==> config.mk <==
export PLATFORM = sky130hd
export DESIGN_NAME = reaction_ctrl_fsm
export DESIGN_NICKNAME = d
export VERILOG_FILES = /design/src/rtl/reaction_pkg.sv /design/src/rtl/bcd_counter4.sv /design/src/rtl/reaction_ctrl_fsm.sv
export SDC_FILE = /design/constraint.sdc
export NUM_CORES = 1
export LEC_CHECK = 0
export CAP_MARGIN = 20
export CORE_MARGIN = 3
export CORE_UTILIZATION = 50
export CTS_CLUSTER_DIAMETER = 80
export DETAILED_ROUTE_END_ITERATION = 7
export PLACE_DENSITY = 0.67
export SLEW_MARGIN = 25
export SYNTH_ARGS = -nofsm -noshare
export SYNTH_HDL_FRONTEND = slang
export SYNTH_SLANG_ARGS = --single-unit
==> constraint.sdc <==
create_clock -name clk -period 4.6 [get_ports clk]
set_input_delay 0.92 -clock clk [delete_from_list [all_inputs] [get_ports clk]]
set_output_delay 0.92 -clock clk [all_outputs]
set_load 0.01 [all_outputs]
==> src/rtl/reaction_pkg.sv <==
// -----------------------------------------------------------------------------
// reaction_pkg
// Shared types and helpers for the reaction-timer control unit.
//   state_t       : controller states
//   disp_mode_t   : display mode code handed to the 7-segment scanner
//   LFSR_TAPS     : feedback mask for the 16-bit Fibonacci LFSR (x^16+x^15+x^13+x^4)
//   to_bcd()      : elaboration-time binary -> 4-digit BCD conversion
// -----------------------------------------------------------------------------
package reaction_pkg;

   typedef enum logic [2:0] {
      IDLE   = 3'd0,
      WAIT   = 3'd1,
      TIMING = 3'd2,
      DONE   = 3'd3,
      CHEAT  = 3'd4
   } state_t;

   typedef enum logic [1:0] {
      DM_IDLE_MSG = 2'd0,
      DM_COUNT    = 2'd1,
      DM_CHEAT    = 2'd2,
      DM_BLANK    = 2'd3
   } disp_mode_t;

   localparam int unsigned BCD_W         = 16;
   localparam logic [15:0] LFSR_TAPS     = 16'hD008;
   localparam logic [15:0] BCD_ALL_NINES = 16'h9999;

   function automatic logic [BCD_W-1:0] to_bcd(input int unsigned value);
      int unsigned      rem;
      logic [BCD_W-1:0] res;
      rem = value;
      res = '0;
      for (int i = 0; i < BCD_W / 4; i++) begin
         res[i*4 +: 4] = 4'(rem % 10);
         rem           = rem / 10;
      end
      return res;
   endfunction

endpackage

==> src/rtl/bcd_counter4.sv <==
// -----------------------------------------------------------------------------
// bcd_counter4
// Four-digit BCD up-counter with synchronous clear; wraps 9999 -> 0000.
// Ports:
//   clk     in   clock
//   reset_n in   asynchronous active-low reset (count -> 0)
//   clr     in   synchronous clear, dominates inc
//   inc     in   count up by one, carrying digit-wise 9 -> 0
//   q       out  {thousands, hundreds, tens, ones}
//   at_max  out  high when q == 9999
// -----------------------------------------------------------------------------
module bcd_counter4
   import reaction_pkg::*;
(
   input  logic             clk,
   input  logic             reset_n,
   input  logic             clr,
   input  logic             inc,
   output logic [BCD_W-1:0] q,
   output logic             at_max
);

   logic [BCD_W-1:0] q_q;
   logic [BCD_W-1:0] q_d;
   logic [BCD_W-1:0] q_inc;
   logic             carry;

   // Ripple the +1 through the digits; a digit only moves if every lower
   // digit rolled over from 9.
   always_comb begin
      q_inc = q_q;
      carry = 1'b1;
      for (int i = 0; i < BCD_W / 4; i++) begin
         if (carry) begin
            if (q_q[i*4 +: 4] == 4'd9) begin
               q_inc[i*4 +: 4] = 4'd0;
            end else begin
               q_inc[i*4 +: 4] = q_q[i*4 +: 4] + 4'd1;
               carry           = 1'b0;
            end
         end
      end
   end

   always_comb begin
      q_d = q_q;
      if (clr) begin
         q_d = '0;
      end else if (inc) begin
         q_d = q_inc;
      end
   end

   always_ff @(posedge clk or negedge reset_n) begin
      if (!reset_n) begin
         q_q <= '0;
      end else begin
         q_q <= q_d;
      end
   end

   assign q      = q_q;
   assign at_max = (q_q == BCD_ALL_NINES);

endmodule

==> src/rtl/reaction_ctrl_fsm.sv <==
// -----------------------------------------------------------------------------
// reaction_ctrl_fsm
// Control unit of the reaction-timer game: idle -> random wait -> stimulus LED
// with millisecond timing -> result. Produces BCD result digits and a display
// mode for the downstream 7-segment scanner (no scanning in here).
// Ports:
//   clk       in   system clock
//   reset_n   in   asynchronous active-low reset
//   start     in   debounced level, rising edge = event
//   stop      in   debounced level, rising edge = event
//   clear     in   debounced level, rising edge = event
//   led       out  stimulus LED, high only while timing
//   bcd       out  result digits {thousands, hundreds, tens, ones}
//   disp_mode out  0=HI message, 1=show bcd, 2=cheat, 3=blank
//   busy      out  high while waiting or timing
// All outputs decode from registers only; buttons never reach an output
// combinationally.
// -----------------------------------------------------------------------------
module reaction_ctrl_fsm
   import reaction_pkg::*;
#(
   parameter int unsigned TICK_DIV     = 100000,
   parameter int unsigned MIN_DELAY_MS = 2000,
   parameter int unsigned RAND_BITS    = 11,
   parameter int unsigned TIMEOUT_MS   = 1000
) (
   input  logic        clk,
   input  logic        reset_n,
   input  logic        start,
   input  logic        stop,
   input  logic        clear,
   output logic        led,
   output logic [15:0] bcd,
   output logic [1:0]  disp_mode,
   output logic        busy
);

   localparam int unsigned PW = $clog2(TICK_DIV);
   localparam int unsigned DW = $clog2(MIN_DELAY_MS + (1 << RAND_BITS)) + 1;
   // Count value one tick before the timeout; the tick that leaves it is the
   // one that lands on TIMEOUT_MS.
   localparam logic [BCD_W-1:0] TO_LAST_BCD = to_bcd(TIMEOUT_MS - 1);

   state_t          state_q, state_d;
   logic            start_q, stop_q, clear_q;
   logic            start_ev, stop_ev, clear_ev;
   logic [15:0]     lfsr_q, lfsr_d;
   logic [PW-1:0]   presc_q, presc_d;
   logic            tick;
   logic [DW-1:0]   ms_q, ms_d;
   logic [DW-1:0]   delay_q, delay_d;
   logic [BCD_W-1:0] cnt_q;
   logic            cnt_clr, cnt_inc, cnt_at_max;
   disp_mode_t      dm;

   assign start_ev = start & ~start_q;
   assign stop_ev  = stop  & ~stop_q;
   assign clear_ev = clear & ~clear_q;

   assign lfsr_d = {lfsr_q[14:0], ^(lfsr_q & LFSR_TAPS)};
   assign tick   = (presc_q == PW'(TICK_DIV - 1));

   // Next state. Event priority is clear > stop > start wherever more than
   // one of them has an effect in the current state.
   always_comb begin
      state_d = state_q;
      ms_d    = ms_q;
      delay_d = delay_q;
      cnt_clr = 1'b0;
      cnt_inc = 1'b0;
      case (state_q)
         IDLE: begin
            if (!clear_ev && start_ev) begin
               state_d = WAIT;
               delay_d = DW'(MIN_DELAY_MS) + DW'(lfsr_q[RAND_BITS-1:0]);
               ms_d    = '0;
            end
         end
         WAIT: begin
            if (clear_ev) begin
               state_d = IDLE;
            end else if (stop_ev) begin
               state_d = CHEAT;
            end else if (tick) begin
               if (ms_q == delay_q - DW'(1)) begin
                  state_d = TIMING;
                  cnt_clr = 1'b1;
               end else begin
                  ms_d = ms_q + DW'(1);
               end
            end
         end
         TIMING: begin
            if (clear_ev) begin
               state_d = IDLE;
            end else if (stop_ev) begin
               // A tick landing on the stop edge is dropped: the count freezes.
               state_d = DONE;
            end else if (tick) begin
               cnt_inc = !cnt_at_max;
               if (cnt_q == TO_LAST_BCD) begin
                  state_d = DONE;
               end
            end
         end
         DONE: begin
            if (clear_ev) begin
               state_d = IDLE;
            end else if (start_ev) begin
               state_d = WAIT;
               delay_d = DW'(MIN_DELAY_MS) + DW'(lfsr_q[RAND_BITS-1:0]);
               ms_d    = '0;
            end
         end
         CHEAT: begin
            if (clear_ev) begin
               state_d = IDLE;
            end
         end
         default: begin
            state_d = IDLE;
         end
      endcase

      // Returning to idle always blanks the result.
      if (state_d == IDLE && state_q != IDLE) begin
         cnt_clr = 1'b1;
      end
   end

   // Prescaler restarts on every state change so each state's first tick
   // is a full millisecond after entry.
   always_comb begin
      presc_d = presc_q + PW'(1);
      if (state_d != state_q || tick) begin
         presc_d = '0;
      end
   end

   always_ff @(posedge clk or negedge reset_n) begin
      if (!reset_n) begin
         state_q <= IDLE;
         start_q <= 1'b0;
         stop_q  <= 1'b0;
         clear_q <= 1'b0;
         lfsr_q  <= 16'h0001;
         presc_q <= '0;
         ms_q    <= '0;
         delay_q <= '0;
      end else begin
         state_q <= state_d;
         start_q <= start;
         stop_q  <= stop;
         clear_q <= clear;
         lfsr_q  <= lfsr_d;
         presc_q <= presc_d;
         ms_q    <= ms_d;
         delay_q <= delay_d;
      end
   end

   bcd_counter4 u_cnt (
      .clk     (clk),
      .reset_n (reset_n),
      .clr     (cnt_clr),
      .inc     (cnt_inc),
      .q       (cnt_q),
      .at_max  (cnt_at_max)
   );

   always_comb begin
      dm = DM_IDLE_MSG;
      case (state_q)
         IDLE:    dm = DM_IDLE_MSG;
         WAIT:    dm = DM_BLANK;
         TIMING:  dm = DM_COUNT;
         DONE:    dm = DM_COUNT;
         CHEAT:   dm = DM_CHEAT;
         default: dm = DM_IDLE_MSG;
      endcase
   end

   assign disp_mode = dm;
   assign led       = (state_q == TIMING);
   assign busy      = (state_q == WAIT) || (state_q == TIMING);
   assign bcd       = (state_q == CHEAT) ? BCD_ALL_NINES : cnt_q;

endmodule

### Word level (Yosys, flattened, before mapping)

Index checks and enable logic that the tools add are counted.

* $add $sub $neg: 8
* equal/unequal tests: 20
* muxes and demuxes: 52
* bitwise logic cells: 6
* reductions and logical operators: 22

Operators by type and width (count)
* $mux W13: 10
* $mux W16: 3
* $pmux W13 S3: 1
* $mux W3: 12
* $mux W4: 7
* $pmux W13 S2: 1
* $add A17 B1 Y17 const B: 1
* $eq A17 B17 Y1 const B: 1
* $mux W17: 1
* $add A4 B1 Y4 const B: 4
* $eq A16 B12 Y1 const B: 1
* $eq A16 B16 Y1 const B: 1
* $eq A4 B4 Y1 const B: 4
* $reduce_xor A16 Y1: 1
* $mux W1: 15
* $pmux W3 S5: 1
* $ne A2 B2 Y1 const B: 7
* $add A13 B1 Y13 const B: 1
* $eq A13 B13 Y1: 1
* $sub A13 B1 Y13 const B: 1
* $add A11 B11 Y12 const A: 1
* $reduce_bool A2 Y1: 5
* $reduce_and A8 Y1: 1
* $eq A3 B2 Y1 const B: 2
* other kinds (14): 25

* flip-flop bits (word level): 81
* bits of input ports: 5
* output and inout port bits: 20
* logic and storage cells: 120

### Depth between registers and ports, before layout

* depth in word-level cells: 12
* depth in mapped cells: 11
* depth with buffers taken out: 9

### By module

From an unflattened synthesis, not the netlist that was laid out.

* cell total of the unflattened synthesis: 467
* area total of the unflattened synthesis: 4500.6 sq um

Modules (own cells, without submodules)
* reaction_ctrl_fsm: times used 1, cells each 370, area an instance 3559.7 sq um, sequential area each 1602.8 sq um
* bcd_counter4: times used 1, cells each 97, area an instance 940.9 sq um, sequential area each 400.4 sq um

### Least setup slack after synthesis

OpenSTA, ideal clock, no wires.

* kind: reg2reg
* start: register delay_q[0]
* end: register u_cnt.q_q[12] (netlist: u_cnt.q[12])
* setup time: 119 ps
* data arrival time: 2726 ps
* required time: 4481 ps
* slack: 1755 ps
* cell stages (with the launch flop): 12
* path buffers: 2
* period minus slack after synthesis: 2845 ps
* path through: dfrtp_1 inv_1 ha_1 xnor2_1 nor2_1 o2111ai_1 or4_4 or4_1 buf_2 o22ai_4 buf_12 nor2_2

* word-level cells in the longest chain between the ends: 12
* elaborated cells on any way between the ends: 19
* classes of those cells: 1 x add/sub; 1 x eq/ne; 12 x mux; 5 x reduce/logical

Ends and longest elaborated chain
* start: declaration: line reaction_ctrl_fsm.sv:51 `logic [DW-1:0] delay_q, delay_d;`
* start signal: assignment: line reaction_ctrl_fsm.sv:158 `delay_q <= delay_d;`
* $sub A13 B1 Y13 *: line reaction_ctrl_fsm.sv:85 `if (ms_q == delay_q - DW'(1)) begin`
* $eq A13 B13 Y1 *: line reaction_ctrl_fsm.sv:85
* $mux W3: line reaction_ctrl_fsm.sv:85
* $mux W3: line reaction_ctrl_fsm.sv:84 `end else if (tick) begin`
* $mux W3: line reaction_ctrl_fsm.sv:82 `end else if (stop_ev) begin`
* $mux W3: line reaction_ctrl_fsm.sv:80 `if (clear_ev) begin`
* $pmux W3 S5: line reaction_ctrl_fsm.sv:71 `case (state_q)`
* $logic_not A3 Y1: line reaction_ctrl_fsm.sv:126 `if (state_d == IDLE && state_q != IDLE) begin`
* $logic_and A1 B1 Y1: line reaction_ctrl_fsm.sv:126
* $mux W1 *: line reaction_ctrl_fsm.sv:126
* $reduce_bool A2 Y1 (no line)
* $reduce_and A2 Y1 (no line)
* end signal: assignment: line bcd_counter4.sv:58 `q_q <= q_d;`
* end: declaration: line bcd_counter4.sv:23 `logic [BCD_W-1:0] q_q;`

Mark *: on every way between the ends. The rest lies on a longest branch, timed or not.
A chain may end at the register's enable or synchronous reset.

### Final worst setup path

* start: register state_q[0]
* end: output port bcd[2]

* word-level cells in the longest chain between the ends: 2

Ends and longest elaborated chain
* start: declaration: line reaction_ctrl_fsm.sv:44 `state_t state_q, state_d;`
* start signal: assignment: line reaction_ctrl_fsm.sv:151 `state_q <= state_d;`
* $eq A3 B3 Y1: line reaction_ctrl_fsm.sv:186 `assign bcd = (state_q == CHEAT) ? BCD_ALL_NINES : cnt_q;`
* $mux W16: line reaction_ctrl_fsm.sv:186
* end: declaration: line reaction_ctrl_fsm.sv:33 `output logic [15:0] bcd,`

Every way passes these cells.

==> key figures <==
Outcome
  – Status: finished, final reports clean

Placed design
  – IO Port Bufs: 24
  – Post-DP HPWL: 6340 um
  – Routability-driven placement congestion ratio: 0.833
  – Pre-CTS WS: 1.28 ns

Clock network
  – Cts hold-fix bufs: 0
  – CTS Root Buffer Type: clkbuf_8
  – Clk sink count: 80
  – H-tree depth: 3
  – Post-CTS Resized: 0
  – Clk_lat worst skew: 0.36 ns
  – Clock transition at path regs: 0.09 ns
  – Clock buffer depth: 2
  – Setup bufs post-CTS: 0
  – Num CTS Buffers: 9
  – CTS tree: yes

Global routing
  – Tot GR Track Use: 19.6%
  – Largest net degree at the start of global routing: between 80 and 90
  – Top Usage Layer GRT: met2
  – Initial antenna violation count: 0
  – Total gr overflow: 0
  – GR Util met3: just under 5%
  – Global-route track usage on met2: 32.5%
  – Vias in the first global route: around 3500
  – First-pass GRT wire length: 16000 um
  – Met1 Use GR: 24.6%

STA
  – Fin crit period: 3.29 ns
  – Final Hold Viols: 0
  – FMAX: between 300 and 400 MHz
  – Finish-stage setup viols: 0
  – Setup TNS: 0 ns
  – Clk_skew: 0.0122 ns
  – Max Slew Vio Count: 0
  – Slew Limit Headroom: 52.9%
  – Fin crit share: 71.4%
  – Setup ws final: 1.31 ns
  – Tightest Pin Transition: roughly 0.7 ns
  – Unrepaired setup endpoints after global routing: no

Worst setup path
  – Crit path launch: state_q[0]$_DFF_PN0_
  – Reg2Reg Launch Point: delay_q[0]$_DFFE_PN0P_
  – CP max FO: 14
  – Critical Path AT: 2.37 ns
  – Critical setup path kind: flop to primary output
  – Startpoint type of the worst setup path: flop
  – Worst setup EP type: primary output
  – WP data required: 3.68 ns

Pwr
  – P per Cell Area: 366 mW/mm2
  – Worst ir drop on vdd: 0.209 mV
  – Leak Pwr: 0.00219 uW

Synthesis
  – Synthesized area: 0.00449 mm2
  – Post-Syn Area per Cell: 9.23 um2
  – Ys async rst share: 100%
  – #FFs+latches synth: 80
  – Main synth FF type: dfrtp_1
  – Number of synthesized flops with an enable pin: 0
  – Synth Instances: 486
  – Yosys warnings: 0
  – Syn Nets: 504
  – Synth unique cells: a little over 60
  – Seq/Total Area, Yosys: 44.7%

Detailed routing
  – Vias: approximately 3500
  – Overall routed net length: 9100 um
  – Routed length per instance: 14.8 um
  – Via density: 5.70
  – DRT iter0 DRCs: 91
  – Antenna Nets Post-Route: 0
  – # DRC: 0
  – DRT Pass-1 Iters: 4

Final layout
  – Layout cells sized above 1: 7.06%
  – Area growth syn-to-layout: 10.9%
  – Diode count: 0
  – Fill cell count: 727
  – Commonest non-fill, non-tap cells in the layout: 79 x dfrtp_1, 49 x nor2_1, 41 x nand2_1
  – # nets final: 523
  – Commonest non-fill, non-tap cell in the layout: dfrtp_1

Die
  – Height of the die: 101 um
  – Die Area: 0.0101 mm2
  – Num rows: 33
  – I/O pins: 25
  – Die X: 101 um
  – Starting density of the core: 53.0%
  – Core area: 0.00846 mm2

Job
  – Max_cap viols: 0

Min path
  – Hold crit path type: flop to flop
  – Hold path startpoint: lfsr_q[11]$_DFF_PN0_
==> routing by layer <==
layer  up-vias  wire [um]
met2        45       4380
met4         0        195
met5         -          0
li1       1742          -
met1      1700       4270
met3        20        255
==> critical path: stages, from the launching register on <==
cell,delay [ns]
dfrtp_1,0.52
nor2_1,0.32
nand2_1,0.38
and2_1,0.31
clkdlybuf4s50_1,0.48
==> cell usage after synthesis (2+ instances only) <==
cell type | count | area (um2)
inv_1 | 18 | 67.6
or3_1 | 8 | 50.1
nor2_1 | 49 | 184
xor2_1 | 21 | 184
xnor2_1 | 17 | 149
a21o_1 | 3 | 22.5
nor4b_1 | 2 | 17.5
nand4_1 | 14 | 87.6
a21oi_1 | 23 | 115
and4_1 | 5 | 43.8
a2111oi_0 | 2 | 17.5
or4_1 | 6 | 45.0
nand3_1 | 22 | 110
clkbuf_1 | 15 | 56.3
nor2b_1 | 5 | 31.3
a211oi_1 | 2 | 15.0
buf_2 | 2 | 10.0
o2111ai_1 | 2 | 17.5
mux2i_1 | 9 | 90.1
o31ai_1 | 2 | 15.0
nand2b_1 | 15 | 93.8
nor2_2 | 9 | 56.3
nor3b_1 | 2 | 15.0
o22ai_1 | 2 | 12.5
dfrtp_1 | 79 | 1980
and3_1 | 7 | 43.8
nand2_1 | 41 | 154
ha_1 | 13 | 163
and2_1 | 11 | 68.8
nor3_1 | 16 | 80.1
and3b_1 | 2 | 17.5
nor4bb_1 | 2 | 20.0
o21ai_0 | 31 | 155
==> flip-flops by register name (all words and copies together), names as in the netlist <==
signal / cells
presc_q: 17
lfsr_q: 16
u_cnt.q: 16
ms_q: 13
delay_q: 12
state_q: 3
clear_q: 1
start_q: 1
stop_q: 1
==> worst paths after layout <==
kind / slack (ns) / cells past startpoint / endpoint
max in group asynchronous: 3.54 / 1 / ms_q[3]$_DFFE_PN0P_
max reg2reg: 1.34 / 9 / u_cnt.q[13]$_DFFE_PN0P_
max: 1.31 / 4 / bcd[2]
min reg2reg: 0.35 / 0 / lfsr_q[12]$_DFF_PN0_
min in group asynchronous: 0.58 / 1 / lfsr_q[13]$_DFF_PN0_
min: 0.35 / 0 / lfsr_q[12]$_DFF_PN0_
==> logic make-up after synthesis <==
group / Yosys count / share of synthesized area [%]
buffers and inverters: 36 / 3.43
XOR/XNOR: 38 / 7.42
flip-flops: 80 / 44.7
multiplexers: 10 / 2.26
AND/OR/NAND/NOR: 226 / 27.0
adder cells (fa/ha/maj): 13 / 3.63
AO/OA/AOI/OAI: 83 / 11.6
==> through the flow <==
step	total power (uW)	cells	cell area, um2	hold WS (ns)	util (%)
finish	1820	615	4970	0.345	58.7
global route	1940	615	4970	0.363	58.7
CTS	1830	615	4970	0.355	58.7
detailed placement	1360	599	4790	0.340	56.6
global placement	1350	599	4790	0.333	56.6
floorplan	1190	486	4490	0.331	-
==> power breakdown <==
part           leakage (uW)  internal [uW]  switching (uW)
clock network     0.0000850            203             271
registers           0.00109            754            98.6
logic               0.00102            210             280
==> final cells by class <==
class                   instances  area [um2]  share of cell area, %
multi-input cells             370        2330                   46.9
repair buffers                 26         256                   5.16
well taps                     105         131                   2.64
flip-flops and latches         80        2000                   40.3
clock buffers                  10         128                   2.57
inverters                      18        67.6                   1.36
clock inverters                 6        52.6                   1.06
No activity file was read; power rests on OpenSTA's default activity.
